### src/rtl/compare_arbiter.sv
// compare_arbiter: round-robin arbiter that shares one magnitude comparator
// among NREQ requesters. One transaction at a time: grant (IDLE), compare (CMP),
// then hold the response until it is consumed (RESP).
// Optional build macro COMPARE_ARBITER_SIGNED_EN: when defined, gt/lt treat the
// operands as two's-complement signed values. When undefined, the compare is unsigned.
module compare_arbiter #(
  parameter int WIDTH = 8,
  parameter int NREQ  = 4
) (
  input  logic                       clk,
  input  logic                       rst_n,
  input  logic [NREQ-1:0]            req_valid,
  output logic [NREQ-1:0]            req_ready,
  input  logic [NREQ*WIDTH-1:0]      req_a,
  input  logic [NREQ*WIDTH-1:0]      req_b,
  output logic                       rsp_valid,
  input  logic                       rsp_ready,
  output logic [$clog2(NREQ)-1:0]    rsp_id,
  output logic                       rsp_gt,
  output logic                       rsp_lt,
  output logic                       rsp_eq,
  output logic                       busy
);

  localparam int IDW = $clog2(NREQ);

  typedef enum logic [1:0] {
    IDLE = 2'd0,
    CMP  = 2'd1,
    RESP = 2'd2
  } state_t;

  state_t           r_state;
  logic [IDW-1:0]   r_rr_ptr;
  logic [IDW-1:0]   r_sel;
  logic [IDW-1:0]   r_rsp_id;
  logic             r_rsp_valid;
  logic             r_gt;
  logic             r_lt;
  logic             r_eq;
  logic             r_busy;
  logic [WIDTH-1:0] r_a;
  logic [WIDTH-1:0] r_b;

  logic             w_found;
  logic [IDW-1:0]   w_sel;
  logic [IDW:0]     w_sum;
  logic [NREQ-1:0]  w_ready;
  logic [IDW-1:0]   w_next_ptr;

  function automatic logic f_gt(input logic [WIDTH-1:0] a, input logic [WIDTH-1:0] b);
`ifdef COMPARE_ARBITER_SIGNED_EN
    return $signed(a) > $signed(b);
`else
    return a > b;
`endif
  endfunction

  function automatic logic f_lt(input logic [WIDTH-1:0] a, input logic [WIDTH-1:0] b);
`ifdef COMPARE_ARBITER_SIGNED_EN
    return $signed(a) < $signed(b);
`else
    return a < b;
`endif
  endfunction

  // Round-robin pick: first valid requester at or after r_rr_ptr, with wrap.
  // The sum is one bit wider than an ID so rr_ptr+k never overflows before the
  // modulo-NREQ fold, which keeps this correct for non-power-of-two NREQ.
  always_comb begin
    w_found = 1'b0;
    w_sel   = '0;
    w_sum   = '0;
    for (int k = 0; k < NREQ; k++) begin
      w_sum = {1'b0, r_rr_ptr} + (IDW+1)'(k);
      if (w_sum >= (IDW+1)'(NREQ)) begin
        w_sum = w_sum - (IDW+1)'(NREQ);
      end
      if (!w_found && req_valid[w_sum[IDW-1:0]]) begin
        w_found = 1'b1;
        w_sel   = w_sum[IDW-1:0];
      end
    end
  end

  // Grant is combinational in IDLE and forced low while reset is asserted.
  always_comb begin
    w_ready = '0;
    if (rst_n && (r_state == IDLE) && w_found) begin
      w_ready[w_sel] = 1'b1;
    end
  end

  assign w_next_ptr = (r_rsp_id == IDW'(NREQ-1)) ? '0 : r_rsp_id + IDW'(1);

  // Operand capture at the request handshake; data path needs no reset.
  always_ff @(posedge clk) begin
    if ((r_state == IDLE) && w_found) begin
      r_a <= req_a[w_sel*WIDTH +: WIDTH];
      r_b <= req_b[w_sel*WIDTH +: WIDTH];
    end
  end

  // Transaction sequencer with registered response, flags and busy.
  always_ff @(posedge clk or negedge rst_n) begin
    if (!rst_n) begin
      r_state     <= IDLE;
      r_rr_ptr    <= '0;
      r_sel       <= '0;
      r_rsp_id    <= '0;
      r_rsp_valid <= 1'b0;
      r_gt        <= 1'b0;
      r_lt        <= 1'b0;
      r_eq        <= 1'b0;
      r_busy      <= 1'b0;
    end else begin
      case (r_state)
        IDLE: begin
          if (w_found) begin
            r_sel   <= w_sel;
            r_busy  <= 1'b1;
            r_state <= CMP;
          end
        end
        CMP: begin
          r_gt        <= f_gt(r_a, r_b);
          r_lt        <= f_lt(r_a, r_b);
          r_eq        <= (r_a == r_b);
          r_rsp_id    <= r_sel;
          r_rsp_valid <= 1'b1;
          r_state     <= RESP;
        end
        RESP: begin
          if (rsp_ready) begin
            r_rr_ptr    <= w_next_ptr;
            r_rsp_valid <= 1'b0;
            r_busy      <= 1'b0;
            r_state     <= IDLE;
          end
        end
        default: begin
          r_rsp_valid <= 1'b0;
          r_busy      <= 1'b0;
          r_state     <= IDLE;
        end
      endcase
    end
  end

  assign req_ready = w_ready;
  assign rsp_valid = r_rsp_valid;
  assign rsp_id    = r_rsp_id;
  assign rsp_gt    = r_gt;
  assign rsp_lt    = r_lt;
  assign rsp_eq    = r_eq;
  assign busy      = r_busy;

endmodule

### config.mk
export PLATFORM = sky130hd
export DESIGN_NAME = compare_arbiter
export DESIGN_NICKNAME = d
export VERILOG_FILES = /design/src/rtl/compare_arbiter.sv
export SDC_FILE = /design/constraint.sdc
export NUM_CORES = 1
export LEC_CHECK = 0
export ABC_AREA = 1
export BUFFER_PORTS_ARGS = -buffer_cell sky130_fd_sc_hd__buf_2
export CAP_MARGIN = 20
export CORE_AREA = 10 10 78 86
export CTS_CLUSTER_DIAMETER = 40
export CTS_CLUSTER_SIZE = 20
export DETAILED_ROUTE_END_ITERATION = 8
export DIE_AREA = 0 0 88 96
export GPL_TIMING_DRIVEN = 0
export PLACE_DENSITY = 0.75
export SLEW_MARGIN = 10
export SYNTH_ARGS = -nofsm -noshare
export SYNTH_HDL_FRONTEND = slang
export SYNTH_SLANG_ARGS = --single-unit
export TNS_END_PERCENT = 10
### constraint.sdc
create_clock -name clk -period 2.56 [get_ports clk]
set_clock_uncertainty 0.2 [all_clocks]
set_input_delay 0.64 -clock clk [delete_from_list [all_inputs] [get_ports clk]]
set_output_delay 0.64 -clock clk [all_outputs]
set_load 0.02 [all_outputs]
==> metrics, run 1 <==
status=finished, violations left; failing checks=negative setup slack; HPWL after DPL=5110 µm; CP Class=reg2out; met2 usage=0.269; GRT Total Usage=0.153; critical path startpoint category=register; hold slack=about 0.057 ns; RSZ-0062 raised after global routing=true; Least-Margin Pin Slew=0.485 ns; total congestion overflow=0; worst rel slew slack=0.677; routed vias=approximately 2,300; Post-Route WL=between 6000 and 7000 µm; Max Root-Sink Buffers=2; initial antenna violation count=0; layout cells sized above 1=0.360; register area share after synthesis=0.370; final slew viol count=0; peak supply drop=about 1 mV; DR pass1 iterations=4; max-capacitance violation count=0; synthesized instance count=between 300 and 400; #FFs+latches synth=29; Leakage=approximately 0.0017 µW; CP Data Arrival Time=just over 2 ns; Avg Cell Area, Syn=6.72 µm²; power density over the cells=approximately 1700 nW/µm²; number of global-route vias before repair=between 2,000 and 2,500; maximum clock frequency=roughly 350 MHz; final period utilization=1.13; ANT nets after route=0; die area=approximately 8400 µm²; worst slack, placed=-0.833 ns; Root Driver=clkbuf_8; Max Fanout on Critical Path=5; critical path data required time=about 1.7 ns; Min Clock Period, post-route=roughly 2.9 ns; DR WL/cell=approximately 13 µm; Buf/Inv on CP=3; starting density of the core=0.438; I/O pins=between 80 and 90; most frequent CP cell=nand2_1; GP Congestion=~0.79; Post-Route Utilization=0.597; Final Setup Violations=4; Worst setup EP type=output port; largest net degree at the start of global routing=17; Area Growth Syn to Fin=36.3%; # port buffers=between 80 and 90; latest clock arrival within the worst-skew pair=between 0.2 and 0.3 ns; GRT busiest layer=met2; slowest CP cell=dfrtp_2; first-pass GRT wire length=between 10,000 and 15,000 µm; die span in y=between 90 and 100 µm; drt drc=0; Post-Syn Nets=404; Crit path largest cell delay=around 0.45 ns; worst-path cell chain=buf_6 > nand2_1 > nand2_1 > nand2_1 > nand2_2 > nor2_4 > nand2_2 > or2_4 > nand2_4 > clkinvlp_4 > nand2_4 > nor2_4 > buf_6; GR Util met1=0.179; Fin. Hold Viols=0; H-tree lvl count=2; CTS tree=built; Die W=just under 90 µm; clock sink count=29; Syn Std Cell Area=2180 µm²; worst min path class=in2async; row count=27; Yosys Warn Count=0; # diodes=0; CP delay by family, top=simple AND/OR/NAND/NOR gates; starting DRC count in detailed routing=110; met3 usage in global routing=0.0347; via/cell ratio=between 4 and 5; total CTS buffers=5; core area=4970 µm²; CTS clk-pin slew, worst paths=about 0.07 ns; fin worst setup slack=-0.331 ns; Synth cell types=29; layout net count=501
-- final timing paths --
check	cells after the start	slack, ns	startpoint	endpoint
max	13	-0.33	r_rr_ptr[0]	req_ready[1]
min	1	0.06	rst_n	r_state[0]
max reg2reg	13	0.17	r_rr_ptr[0]	r_b[3]
min reg2reg	2	0.27	busy	busy
max in group asynchronous	1	1.83	rst_n	r_rr_ptr[1]
min in group clk	2	0.27	busy	busy
-- state kept, by name, indices dropped and copies added, names as in the netlist --
signal,flops
rsp_gt,1
r_rr_ptr,2
rsp_valid,1
rsp_id,2
r_b,8
busy,1
r_state,2
rsp_lt,1
r_sel,2
rsp_eq,1
r_a,8
-- cells in the mapped netlist (all sizes together) --
cell,number,area [µm²]
o21ai,5,25.0
nand2,175,682
o21a,1,7.51
dfrtp,13,325
or2,2,12.5
o221ai,1,8.76
o31ai,1,7.51
o21bai,1,7.51
nor2,15,66.3
edfxtp,16,480
inv,24,90.1
nand4,1,6.26
buf,12,101
nor3,2,10.0
ha,9,113
a21oi,6,30.0
nand3,39,200
clkbuf,1,3.75
-- layer usage --
layer,share of wire,routed length (µm)
met5,0,0
met4,0.0062,40
met1,0.43,2750
met2,0.51,3240
met3,0.060,382
-- report_power, final --
part	switching, µW	leakage (µW)	internal, µW	total [µW]
registers	128	0.000313	903	1030
logic	2190	0.00130	1320	3510
clock network	168	0.0000542	243	411
-- layout by cell type (no fill, tap or decap), drive strengths merged --
cell	count
o21ai	5
edfxtp	16
ha	9
inv	23
nand2	175
clkinv	1
o21bai	1
o21a	1
buf	102
nor3	2
nor2	15
clkinvlp	1
o221ai	1
nand4	1
a21oi	6
or2	2
clkbuf	8
o31ai	1
nand3	39
dfrtp	13
-- cells by family after synthesis --
group	Yosys count	share of synthesized area
and+or+nand+nor	234	0.449
buffers and inverters	37	0.0896
DFF	29	0.370
AOI/OAI and AO/OA	15	0.0397
adders and majority gates	9	0.0517
-- per-stage QoR --
step	instances	cell area [µm²]	power, µW	TNS, ns
2_1_floorplan	324	2270	3530	-1.10
3_3_place_gp	463	2740	4180	-3.49
3_5_place_dp	463	2740	4290	-4.62
4_1_cts	478	2940	4910	-1.28
5_1_grt	480	2970	5470	-1.81
6_report	480	2970	4950	-1.32
-- final cells by class --
type | instances | area, µm²
plain buffers | 13 | 105
clock buffers | 7 | 96.3
clock inverters | 1 | 5.00
fillers | 470 | 2000
inverters | 24 | 106
multi-input cells | 258 | 1280
flip-flops and latches | 29 | 808
well taps | 58 | 72.6
repair buffers | 90 | 495
-- repair_timing --
action | 4_1_cts | 5_1_grt
buffers inserted | 6 | 2
endpoints found under the setup margin | 4 | 4
gates resized for setup | 17 | 3
pin swaps | 10 | 1
hold buffers | 0 | 0
gates cloned | 1 | 0
Note: power is estimated with default switching activity, not from simulation.
==> run 2: changes to the inputs <==
--- a/config.mk
+++ b/config.mk
@@ -8,13 +8,13 @@
 export ABC_AREA = 1
 export BUFFER_PORTS_ARGS = -buffer_cell sky130_fd_sc_hd__buf_2
 export CAP_MARGIN = 20
-export CORE_AREA = 10 10 78 86
+export CORE_AREA = 10 10 74 83
 export CTS_CLUSTER_DIAMETER = 40
 export CTS_CLUSTER_SIZE = 20
 export DETAILED_ROUTE_END_ITERATION = 8
-export DIE_AREA = 0 0 88 96
+export DIE_AREA = 0 0 84 93
 export GPL_TIMING_DRIVEN = 0
-export PLACE_DENSITY = 0.75
+export PLACE_DENSITY = 0.89
 export SLEW_MARGIN = 10
 export SYNTH_ARGS = -nofsm -noshare
 export SYNTH_HDL_FRONTEND = slang
==> constraint.sdc (replaced) <==
create_clock -name clk -period 2.8 [get_ports clk]
set_clock_uncertainty 0.2 [all_clocks]
set_input_delay 0.7 -clock clk [delete_from_list [all_inputs] [get_ports clk]]
set_output_delay 0.7 -clock clk [all_outputs]
set_load 0.02 [all_outputs]
==> run 2 against run 1 <==
The flow still finishes with violations (negative setup slack). Flip-flop and latch count is the same. Worst setup slack gained 0.11 ns. Power shrank 7.2%. Hold slack gained 0.051 ns. Clock-buffer cell count shrank 2. Clock power shrank 20%. Register-to-register slack gained 0.30 ns. Critical path depth is the same. Sequential share of layout area shrank 0.35 points. Via count grew 4.4%. Critical path type unchanged. Critical endpoint unchanged. Largest cell class unchanged. Highest routed layer unchanged.
==> metrics, run 2 (synthesis gave the netlist of run 1 again) <==
power density over the cells=1530 nW/µm² (was 1670 nW/µm²); fin worst setup slack=-0.222 ns (was -0.331 ns); hold slack=0.108 ns (was 0.0570 ns); most frequent cells in the layout=nand2_1 (154), buf_2 (78), nand3_1 (36), buf_4 (17), edfxtp_1 (16) (was nand2_1 (156), buf_2 (81), nand3_1 (36), edfxtp_1 (16), inv_1 (15)); critical path data required time=1.90 ns (was 1.72 ns); Post-Route WL=6630 µm (was 6420 µm); DR WL/cell=13.7 µm (was 13.4 µm); Worst setup EP type=output port (unchanged); GRT Total Usage=0.168 (was 0.153); Post-Route Utilization=0.669 (was 0.597); max-capacitance violation count=0 (unchanged); CTS clk-pin slew, worst paths=0.06 ns (was 0.07 ns); sequential share of power=0.205 (was 0.208); routed vias=2,438 (was 2,335); layout net count=506 (was 501); critical path startpoint category=register (unchanged); row count=26 (was 27); commonest non-fill, non-tap cell in the layout=nand2_1 (unchanged); failing checks=negative setup slack (unchanged); biggest regs=r_a x8, r_b x8 (unchanged); total congestion overflow=0 (unchanged); peak supply drop=0.997 mV (was 1.00 mV); starting density of the core=0.485 (was 0.438); DR pass1 iterations=4 (unchanged); maximum clock frequency=~330 MHz; Final Setup Violations=4 (unchanged); status=finished, violations left (unchanged); Max Root-Sink Buffers=2 (unchanged); number of global-route vias before repair=2,535 (was 2,458); ANT nets after route=0 (unchanged); die area=7810 µm² (was 8450 µm²); Sw Share=0.508 (was 0.502); clock sink count=29 (unchanged); final slew viol count=0 (unchanged); H-tree lvl count=2 (unchanged); # port buffers=81 (unchanged); Max Fanout on Critical Path=5 (unchanged); RSZ-0062 raised after global routing=true (unchanged); final setup TNS=-0.838 ns (was -1.32 ns); Die W=84 µm (was 88 µm); final period utilization=1.08; via/cell ratio=5.05 (was 4.86); DP Cell Count=461 (was 463); worst slack, placed=-0.685 ns (was -0.833 ns); Leakage=0.00168 µW (was 0.00167 µW); Fin. Hold Viols=0 (unchanged); total CTS buffers=5 (unchanged); CP Class=reg2out (unchanged); non-filler cells, final=483 (was 480); Root Driver=clkbuf_8 (unchanged); # diodes=0 (unchanged); starting DRC count in detailed routing=165 (was 110); die span in y=93 µm (was 96 µm); core area=4490 µm² (was 4970 µm²); CP Data Arrival Time=2.12 ns (was 2.05 ns); Logic pwr share=0.724 (was 0.709); internal power=2260 µW (was 2470 µW); Min Clock Period, post-route=between 3 and 4 ns; CTS tree=built (unchanged); Clk pwr share=0.071 (was 0.083); I/O pins=82 (unchanged); largest net degree at the start of global routing=17 (unchanged); initial antenna violation count=0 (unchanged); first-pass GRT wire length=11,000 µm (was 10,600 µm); GP Congestion=0.834 (was 0.792); sw power=2340 µW (was 2490 µW); layout cells sized above 1=0.372 (was 0.360); Least-Margin Pin Slew=0.466 ns (was 0.485 ns); worst min path class=in2async (unchanged); latest clock arrival within the worst-skew pair=0.28 ns (was 0.27 ns); worst rel slew slack=0.689 (was 0.677); drt drc=0 (unchanged); Area Growth Syn to Fin=38.0% (was 36.3%); HPWL after DPL=4980 µm (was 5110 µm)
-- run 2: changes by cell type in the layout (fill, tap and decap cells not counted), sizes merged --
cell,previous run,this run
clkbuf,8,6
buf,102,107
clkinv,1,3
-- run 2: metal layers --
layer | vias up | global-route usage | wire [µm]
met1 | 1104 | 0.185 | 2670
li1 | 1230 | - | -
met4 | 0 | 0.0712 | 154
met3 | 13 | 0.0469 | 463
met2 | 91 | 0.295 | 3350
met5 | - | 0 | 0
-- run 2: worst paths after layout --
path / from / endpoint / slack (ns) / depth (start not counted)
min in group clk: busy / busy / 0.27 / 2
worst max-delay path: r_rr_ptr[0] / req_ready[1] / -0.22 / 13
worst min-delay path: rst_n / r_state[0] / 0.11 / 1
max in group asynchronous: rst_n / r_rr_ptr[1] / 2.02 / 1
worst max register to register: r_rr_ptr[0] / r_a[1] / 0.47 / 12
worst min register to register: busy / busy / 0.27 / 2
-- run 2: stage by stage --
step / total power, µW / area (µm²)
global route: 5060 / 3010
floorplan: 3220 / 2270
detailed placement: 3900 / 2740
CTS: 4450 / 2950
finish: 4600 / 3010
global placement: 3800 / 2740
-- run 2: area by class of cell --
cell class	count	area, µm²
Fill cell	356	1480
Clock buffer	5	68.8
Multi-Input combinational cell	258	1290
Inverter	24	106
Buffer	13	105
Clock inverter	3	12.5
Tap cell	56	70.1
Sequential cell	29	808
Timing Repair Buffer	95	544
-- run 2: timing repair --
item,CTS,global route
gates cloned,1,0
endpoints found under the setup margin,4,4
gates resized for setup,22,7
buffers inserted,8,5
hold buffers,0,0
pin swaps,14,2
-- run 2: power groups by stage --
stage | registers, µW | logic (µW) | clock network (µW)
floorplan | 972 | 2250 | 0
global placement | 930 | 2870 | 0
detailed placement | 940 | 2960 | 0
CTS | 940 | 3180 | 329
global route | 971 | 3740 | 352
finish | 943 | 3330 | 328
-- run 2: critical path, cell delays in order (launching register included) --
cell and delay [ns]:
dfrtp_2 0.45, buf_6 0.15, nand2_2 0.07, nand2_2 0.05, nand2_2 0.07, nand2_2 0.07, nor2_4 0.14, nand2_2 0.06
or2_4 0.25, nand2_4 0.08, clkinvlp_4 0.10, nand2_4 0.14, nor2_4 0.06, buf_6 0.12
